$ cat src/rtl/modexp_sequencer_if.sv
// Control bundle between the modexp sequencer, the precompute block and the shared Montgomery multiplier.
// The slave side is the sequencer; the master side is whoever drives requests and completions.
interface modexp_sequencer_if #(
    parameter int EXP_BITS = 1024,
    parameter int IDX_W    = $clog2(EXP_BITS)
);
    logic                start;
    logic [EXP_BITS-1:0] exp;
    logic                busy;
    logic                done;
    logic                error;
    logic                pre_start;
    logic                pre_done;
    logic                mm_start;
    logic [1:0]          mm_opa_sel;
    logic [1:0]          mm_opb_sel;
    logic                mm_dst_sel;
    logic                mm_done;
    logic [IDX_W:0]      sq_cnt;
    logic [IDX_W:0]      mul_cnt;

    modport slave (
        input  start, exp, pre_done, mm_done,
        output busy, done, error, pre_start, mm_start,
               mm_opa_sel, mm_opb_sel, mm_dst_sel, sq_cnt, mul_cnt
    );

    modport master (
        output start, exp, pre_done, mm_done,
        input  busy, done, error, pre_start, mm_start,
               mm_opa_sel, mm_opb_sel, mm_dst_sel, sq_cnt, mul_cnt
    );
endinterface

$ cat src/rtl/modexp_sequencer.sv
// Left-to-right square-and-multiply sequencer for a shared Montgomery multiplier; issues selects only.
// One cycle from accepted start to pre_start, one cycle from the final mm_done to done; waits abort after TIMEOUT cycles.
module modexp_sequencer #(
    parameter int EXP_BITS = 1024,
    parameter int TIMEOUT  = 4096,
    parameter int IDX_W    = $clog2(EXP_BITS)
) (
    input  logic               clk,
    input  logic               rst,
    modexp_sequencer_if.slave  bus
);
    localparam int TMO_W = $clog2(TIMEOUT + 1);
    localparam logic [TMO_W-1:0] TMO_LIM = TMO_W'(TIMEOUT - 1);

    typedef enum logic [3:0] {
        S_IDLE, S_PRE, S_TOMONT, S_INIT, S_SCAN, S_SQ, S_MUL, S_NEXT, S_FROMM, S_FIN
    } state_t;

    typedef enum logic [2:0] {OP_TOMONT, OP_INIT, OP_SQ, OP_MUL, OP_FROMM} op_t;

    state_t              r_state, w_state_nxt;
    logic [EXP_BITS-1:0] r_exp, w_exp_nxt;
    logic [IDX_W-1:0]    r_idx, w_idx_nxt;
    logic [TMO_W-1:0]    r_tmo, w_tmo_nxt;
    logic                r_busy, w_busy_nxt;
    logic                r_done, w_done_nxt;
    logic                r_error, w_error_nxt;
    logic                r_pre_start, w_pre_start_nxt;
    logic                r_mm_start, w_mm_start_nxt;
    logic [1:0]          r_opa, w_opa_nxt;
    logic [1:0]          r_opb, w_opb_nxt;
    logic                r_dst, w_dst_nxt;
    logic [IDX_W:0]      r_sq_cnt, w_sq_cnt_nxt;
    logic [IDX_W:0]      r_mul_cnt, w_mul_cnt_nxt;

    logic                w_ack;
    logic                w_wait;
    logic                w_issue;
    op_t                 w_op;

    always_ff @(posedge clk or posedge rst) begin
        if (rst) begin
            r_state     <= S_IDLE;
            r_exp       <= '0;
            r_idx       <= '0;
            r_tmo       <= '0;
            r_busy      <= 1'b0;
            r_done      <= 1'b0;
            r_error     <= 1'b0;
            r_pre_start <= 1'b0;
            r_mm_start  <= 1'b0;
            r_opa       <= 2'd0;
            r_opb       <= 2'd0;
            r_dst       <= 1'b0;
            r_sq_cnt    <= '0;
            r_mul_cnt   <= '0;
        end else begin
            r_state     <= w_state_nxt;
            r_exp       <= w_exp_nxt;
            r_idx       <= w_idx_nxt;
            r_tmo       <= w_tmo_nxt;
            r_busy      <= w_busy_nxt;
            r_done      <= w_done_nxt;
            r_error     <= w_error_nxt;
            r_pre_start <= w_pre_start_nxt;
            r_mm_start  <= w_mm_start_nxt;
            r_opa       <= w_opa_nxt;
            r_opb       <= w_opb_nxt;
            r_dst       <= w_dst_nxt;
            r_sq_cnt    <= w_sq_cnt_nxt;
            r_mul_cnt   <= w_mul_cnt_nxt;
        end
    end

    always_comb begin
        w_state_nxt     = r_state;
        w_exp_nxt       = r_exp;
        w_idx_nxt       = r_idx;
        w_tmo_nxt       = r_tmo;
        w_busy_nxt      = r_busy;
        w_done_nxt      = 1'b0;
        w_error_nxt     = r_error;
        w_pre_start_nxt = 1'b0;
        w_mm_start_nxt  = 1'b0;
        w_opa_nxt       = r_opa;
        w_opb_nxt       = r_opb;
        w_dst_nxt       = r_dst;
        w_sq_cnt_nxt    = r_sq_cnt;
        w_mul_cnt_nxt   = r_mul_cnt;
        w_issue         = 1'b0;
        w_op            = OP_FROMM;

        // A completion in the same cycle as its own request pulse is not a real completion.
        if (r_state == S_PRE) begin
            w_ack = !r_pre_start && bus.pre_done;
        end else begin
            w_ack = !r_mm_start && bus.mm_done;
        end
        w_wait = (r_state == S_PRE) || (r_state == S_TOMONT) || (r_state == S_INIT) ||
                 (r_state == S_SQ) || (r_state == S_MUL) || (r_state == S_FROMM);

        case (r_state)
            S_IDLE: begin
                if (bus.start) begin
                    w_exp_nxt       = bus.exp;
                    w_idx_nxt       = IDX_W'(EXP_BITS - 1);
                    w_sq_cnt_nxt    = '0;
                    w_mul_cnt_nxt   = '0;
                    w_error_nxt     = 1'b0;
                    w_busy_nxt      = 1'b1;
                    w_pre_start_nxt = 1'b1;
                    w_tmo_nxt       = '0;
                    w_state_nxt     = S_PRE;
                end
            end
            S_PRE: begin
                if (w_ack) begin
                    w_issue     = 1'b1;
                    w_op        = OP_TOMONT;
                    w_state_nxt = S_TOMONT;
                end
            end
            S_TOMONT: begin
                if (w_ack) begin
                    w_issue     = 1'b1;
                    w_op        = OP_INIT;
                    w_state_nxt = S_INIT;
                end
            end
            S_INIT: begin
                if (w_ack) begin
                    w_state_nxt = S_SCAN;
                end
            end
            S_SCAN: begin
                // A zero exponent leaves ACC = R mod n, which converts out to 1.
                if (r_exp == '0) begin
                    w_issue     = 1'b1;
                    w_op        = OP_FROMM;
                    w_state_nxt = S_FROMM;
                end else if (r_exp[EXP_BITS-1]) begin
                    w_issue     = 1'b1;
                    w_op        = OP_MUL;
                    w_state_nxt = S_MUL;
                end else begin
                    w_exp_nxt = {r_exp[EXP_BITS-2:0], 1'b0};
                    w_idx_nxt = r_idx - 1'b1;
                end
            end
            S_SQ: begin
                if (w_ack) begin
                    if (r_exp[EXP_BITS-1]) begin
                        w_issue     = 1'b1;
                        w_op        = OP_MUL;
                        w_state_nxt = S_MUL;
                    end else begin
                        w_state_nxt = S_NEXT;
                    end
                end
            end
            S_MUL: begin
                if (w_ack) begin
                    w_state_nxt = S_NEXT;
                end
            end
            S_NEXT: begin
                if (r_idx == '0) begin
                    w_issue     = 1'b1;
                    w_op        = OP_FROMM;
                    w_state_nxt = S_FROMM;
                end else begin
                    w_exp_nxt   = {r_exp[EXP_BITS-2:0], 1'b0};
                    w_idx_nxt   = r_idx - 1'b1;
                    w_issue     = 1'b1;
                    w_op        = OP_SQ;
                    w_state_nxt = S_SQ;
                end
            end
            S_FROMM: begin
                if (w_ack) begin
                    w_done_nxt  = 1'b1;
                    w_busy_nxt  = 1'b0;
                    w_state_nxt = S_FIN;
                end
            end
            S_FIN: begin
                w_state_nxt = S_IDLE;
            end
            default: begin
                w_state_nxt = S_IDLE;
            end
        endcase

        if (w_issue) begin
            w_mm_start_nxt = 1'b1;
            w_tmo_nxt      = '0;
            case (w_op)
                OP_TOMONT: begin w_opa_nxt = 2'd1; w_opb_nxt = 2'd1; w_dst_nxt = 1'b1; end
                OP_INIT:   begin w_opa_nxt = 2'd3; w_opb_nxt = 2'd1; w_dst_nxt = 1'b0; end
                OP_SQ: begin
                    w_opa_nxt = 2'd0; w_opb_nxt = 2'd0; w_dst_nxt = 1'b0;
                    if (r_sq_cnt != '1) w_sq_cnt_nxt = r_sq_cnt + 1'b1;
                end
                OP_MUL: begin
                    w_opa_nxt = 2'd0; w_opb_nxt = 2'd2; w_dst_nxt = 1'b0;
                    if (r_mul_cnt != '1) w_mul_cnt_nxt = r_mul_cnt + 1'b1;
                end
                default:   begin w_opa_nxt = 2'd0; w_opb_nxt = 2'd3; w_dst_nxt = 1'b0; end
            endcase
        end

        // The request pulse cycle also counts toward the wait budget.
        if (w_wait && !w_ack) begin
            if (r_tmo == TMO_LIM) begin
                w_done_nxt  = 1'b1;
                w_error_nxt = 1'b1;
                w_busy_nxt  = 1'b0;
                w_state_nxt = S_IDLE;
            end else begin
                w_tmo_nxt = r_tmo + 1'b1;
            end
        end
    end

    assign bus.busy       = r_busy;
    assign bus.done       = r_done;
    assign bus.error      = r_error;
    assign bus.pre_start  = r_pre_start;
    assign bus.mm_start   = r_mm_start;
    assign bus.mm_opa_sel = r_opa;
    assign bus.mm_opb_sel = r_opb;
    assign bus.mm_dst_sel = r_dst;
    assign bus.sq_cnt     = r_sq_cnt;
    assign bus.mul_cnt    = r_mul_cnt;
endmodule

$ cat src/flat_wrapper.sv
// flat-port wrapper written by rule: the top's interface ports become plain ports
module modexp_sequencer_flat 
#(
    parameter int EXP_BITS = 1024,
    parameter int TIMEOUT  = 4096,
    parameter int IDX_W    = $clog2(EXP_BITS)
)
  (clk, rst, bus_start, bus_exp, bus_pre_done, bus_mm_done, bus_busy, bus_done, bus_error, bus_pre_start, bus_mm_start, bus_mm_opa_sel, bus_mm_opb_sel, bus_mm_dst_sel, bus_sq_cnt, bus_mul_cnt);
  modexp_sequencer_if #(.EXP_BITS(EXP_BITS), .IDX_W(IDX_W)) bus_i ();
  input  logic clk;
  input  logic rst;
  input wire logic [$bits(bus_i.start)-1:0] bus_start;
  input wire logic [$bits(bus_i.exp)-1:0] bus_exp;
  input wire logic [$bits(bus_i.pre_done)-1:0] bus_pre_done;
  input wire logic [$bits(bus_i.mm_done)-1:0] bus_mm_done;
  output wire logic [$bits(bus_i.busy)-1:0] bus_busy;
  output wire logic [$bits(bus_i.done)-1:0] bus_done;
  output wire logic [$bits(bus_i.error)-1:0] bus_error;
  output wire logic [$bits(bus_i.pre_start)-1:0] bus_pre_start;
  output wire logic [$bits(bus_i.mm_start)-1:0] bus_mm_start;
  output wire logic [$bits(bus_i.mm_opa_sel)-1:0] bus_mm_opa_sel;
  output wire logic [$bits(bus_i.mm_opb_sel)-1:0] bus_mm_opb_sel;
  output wire logic [$bits(bus_i.mm_dst_sel)-1:0] bus_mm_dst_sel;
  output wire logic [$bits(bus_i.sq_cnt)-1:0] bus_sq_cnt;
  output wire logic [$bits(bus_i.mul_cnt)-1:0] bus_mul_cnt;
  assign bus_i.start = bus_start;
  assign bus_i.exp = bus_exp;
  assign bus_i.pre_done = bus_pre_done;
  assign bus_i.mm_done = bus_mm_done;
  assign bus_busy = bus_i.busy;
  assign bus_done = bus_i.done;
  assign bus_error = bus_i.error;
  assign bus_pre_start = bus_i.pre_start;
  assign bus_mm_start = bus_i.mm_start;
  assign bus_mm_opa_sel = bus_i.mm_opa_sel;
  assign bus_mm_opb_sel = bus_i.mm_opb_sel;
  assign bus_mm_dst_sel = bus_i.mm_dst_sel;
  assign bus_sq_cnt = bus_i.sq_cnt;
  assign bus_mul_cnt = bus_i.mul_cnt;
  modexp_sequencer #(.EXP_BITS(EXP_BITS), .TIMEOUT(TIMEOUT), .IDX_W(IDX_W)) u_core (.clk(clk), .rst(rst), .bus(bus_i));
endmodule
$ cat config.mk
export PLATFORM = sky130hd
export DESIGN_NAME = modexp_sequencer_flat
export DESIGN_NICKNAME = d
export VERILOG_FILES = /design/src/rtl/modexp_sequencer_if.sv /design/src/rtl/modexp_sequencer.sv /design/src/flat_wrapper.sv
export SDC_FILE = /design/constraint.sdc
export NUM_CORES = 2
export LEC_CHECK = 0
export CORE_AREA = 8 8 404 406
export CTS_CLUSTER_SIZE = 14
export DETAILED_ROUTE_END_ITERATION = 8
export DIE_AREA = 0 0 412 414
export PLACE_DENSITY = 0.56
export SLEW_MARGIN = 20
export SYNTH_ARGS = -nofsm -noshare
export SYNTH_HDL_FRONTEND = slang
export SYNTH_SLANG_ARGS = --single-unit
$ cat constraint.sdc
create_clock -name clk -period 56.1 [get_ports clk]
set_clock_uncertainty 0.2 [all_clocks]
set_input_delay 11.22 -clock clk [delete_from_list [all_inputs] [get_ports clk]]
set_output_delay 11.22 -clock clk [all_outputs]
set_load 0.005 [all_outputs]
==> impl_metrics.ini <==
[yosys]
yosysTopAreaCell = dfrtp_1
synth_top_cell_area_share = 0.546
ys_seq_elements = 1083
syn_nets = 6280
synth_ff_type = dfrtp_1
yosys-top-cells-count = dfrtp_1, nor2_1, a21oi_1
synth_most_common_cell = dfrtp_1
synth.area.top_cells = dfrtp_1, a22oi_1, a21oi_1
async_flop_share = 1.00
synth-edff-count = 0
syn-cell-area_sq_um = 49600
synth_warnings = 0
ys_seq_area_frac = 0.546
yosysUniqueCellTypes = 62
avgSynthCellArea_sq_um = 9.46
syn_inst = 5247

[cts]
clock_path_buffers = 3
post-cts-setup-buffers = 0
cts_made_buffers = 130
cts.repair.resized = 0
clock_sinks = 1083
cts_max_level = 4
cts_hold_buf = 0
cts_tree = yes
clk_pin_slew_ns = 0.06
clkLatencyLatePin_ns = 0.76
cts_root_buffer = clkbuf_16

[worst_setup_path]
end_kind = flip-flop
crit_chain = clkdlybuf4s50_1 > nand3_1 > inv_8 > a21oi_1 > a211o_2 > nand2b_1 > o31ai_4 > buf_4 > buf_12 > buf_4 > buf_4 > nor2_1 > a21oi_1
worstPathMaxFanout = 230
required_ns = 56.57
path_class = in2reg
arrival_ns = 17.08
cp_slowest_stage_delay_ns = 0.89
crit_top_cell = buf_4
worst-path-buf-inv = 6
cp_top_family = buffers and inverters
crit_slowest_cell = buf_4
critPathLaunchType = input pin

[floorplan]
die_x_um = 412
die_area_sq_um = 171000
rows = 146
start_util = 0.316
die_y_um = 414
ios = 1061
coreArea_sq_um = 157000

[detailed_routing]
drc = 0
dr.pass1.iters = 6
drt_iter0_drc = 5351
dr_total_vias = 45800
wl_per_cell_um = 24.9
viasPerCell = 5.52
ant_nets = 0
wl_um = 207000

[layout]
drive_above_1_share = 0.0449
regArea_sq_um = 27100
fillers = 15400
synthToLayoutAreaGrowth_pct = 33.0
nets = 7053
multiInputGateArea_sq_um = 20500
final_core_util = 0.420

[place]
gp_congestion = 0.912
dp_slack_ns = 38.14
io_buffers = 1060
place_hpwl_um = 151000

[timing]
setup_violations = 0
relSlewSlack = 0.242
max_clock_freq_mhz = 60.2
hold_viol = 0
rsz0062_at_grt = false
period_share = 0.296
fin_tns_setup_ns = 0
whs_ns = 0.288
tightestPinTransition_ns = 1.14
fin_ws_ns = 39.49
slew_viol_final = 0
min_period_ns = 16.61

[power]
irDropWorstVdd_uv = 27.0
p_per_area_nw_per_um2 = 26.5
p_leak_nw = 30.6

[job]
max_cap_violations = 0

[min_path]
hold_class = reg2reg

[grt]
grt_max_degree = 275
grt_first_pass_wirelength_um = 301000
grt_pass1_vias = 44500
grt-ovfl-total = 0
grt_antenna_before_repair = 153
grtUsageTotal = 0.231

[outcome]
status = completed
cells by family after synthesis:
| group | share of synthesized area |
|---|---|
| flip-flops | 0.546 |
| XOR/XNOR | 0.00141 |
| adder cells (fa/ha/maj) | 0.00101 |
| AND/OR/NAND/NOR | 0.137 |
| multiplexers | 0.00184 |
| AO/OA/AOI/OAI | 0.271 |
| buffers and inverters | 0.0421 |
worst paths after layout:
kind | from | end | slack, ns | cells after the start
worst max-delay path | bus_start | u_core.r_exp[796] | 39.49 | 13
worst min-delay path | u_core.bus.error | u_core.bus.error | 0.29 | 2
worst max register to register | u_core.r_state[0] | u_core.r_exp[117] | 49.32 | 11
worst min register to register | u_core.bus.error | u_core.bus.error | 0.29 | 2
max in group asynchronous | rst | u_core.r_exp[318] | 39.58 | 8
min in group asynchronous | rst | u_core.r_exp[747] | 10.81 | 2
tightest hold or removal path: cells and delay by family (launching register included):
family	cells	cell delay, ns
flip-flops	1	0.34
AND/OR/NAND/NOR	2	0.11
final cells by class:
cell class,count,area share
Timing Repair Buffer,1109,0.169
Tap cell,2072,0.0393
Clock buffer,187,0.0574
Inverter,18,0.00125
Multi-Input combinational cell,3678,0.310
Antenna cell,105,0.00398
Clock inverter,49,0.00893
Sequential cell,1083,0.411
cell usage in the layout (no fill, tap or decap), types with 4 or more instances in the layout:
master,instances
dfrtp_1,1083
clkdlybuf4s50_1,1060
nor2_1,1052
a21oi_1,1036
a22oi_1,1023
nor4_1,271
clkbuf_16,133
diode_2,105
nand4_1,72
o21ai_0,40
buf_4,33
nand2_1,28
clkbuf_1,28
clkbuf_8,26
nand3_1,25
clkinv_2,25
inv_1,16
and3_1,11
nand2b_1,10
nor2b_1,9
buf_12,9
nor3_1,8
mux2i_1,8
a31oi_1,8
o31ai_1,7
xnor2_1,7
and2_1,7
bufinv_16,6
buf_6,6
nor4_2,4
o21a_1,4
ha_1,4
inv_16,4
clkinvlp_4,4
per-layer routing:
metal / track usage / vias to the layer above / wire, um
met5: 0 / - / 411
met4: 0.114 / 60 / 8730
met3: 0.0631 / 410 / 15200
met2: 0.372 / 1598 / 100000
met1: 0.284 / 22500 / 82400
li1: - / 21300 / -
where the power goes:
part	total [W]	internal, W	switching [W]
Combinational	0.000101	0.0000643	0.0000368
Sequential	0.000781	0.000781	0.000000105
Clock	0.000865	0.000504	0.000362
state kept, by name (all words and copies together) (netlist names):
register / flops
u_core.r_tmo: 13
u_core.r_state: 4
u_core.bus.done: 1
u_core.bus.mm_start: 1
u_core.r_exp: 1024
u_core.bus.mm_dst_sel: 1
u_core.bus.mul_cnt: 11
u_core.bus.pre_start: 1
u_core.r_idx: 10
u_core.bus.error: 1
u_core.bus.mm_opa_sel: 2
u_core.bus.busy: 1
u_core.bus.sq_cnt: 11
u_core.bus.mm_opb_sel: 2
through the flow:
step / instance area [sq um] / cells / power [W]
after global placement: 61300 / 7959 / 0.000898
after global routing: 65900 / 8274 / 0.00180
after detailed placement: 61300 / 7959 / 0.000897
final: 66000 / 8301 / 0.00175
after CTS: 65700 / 8195 / 0.00177
after floorplan: 49600 / 5247 / 0.000809
Note: power is estimated with default switching activity, not from simulation.
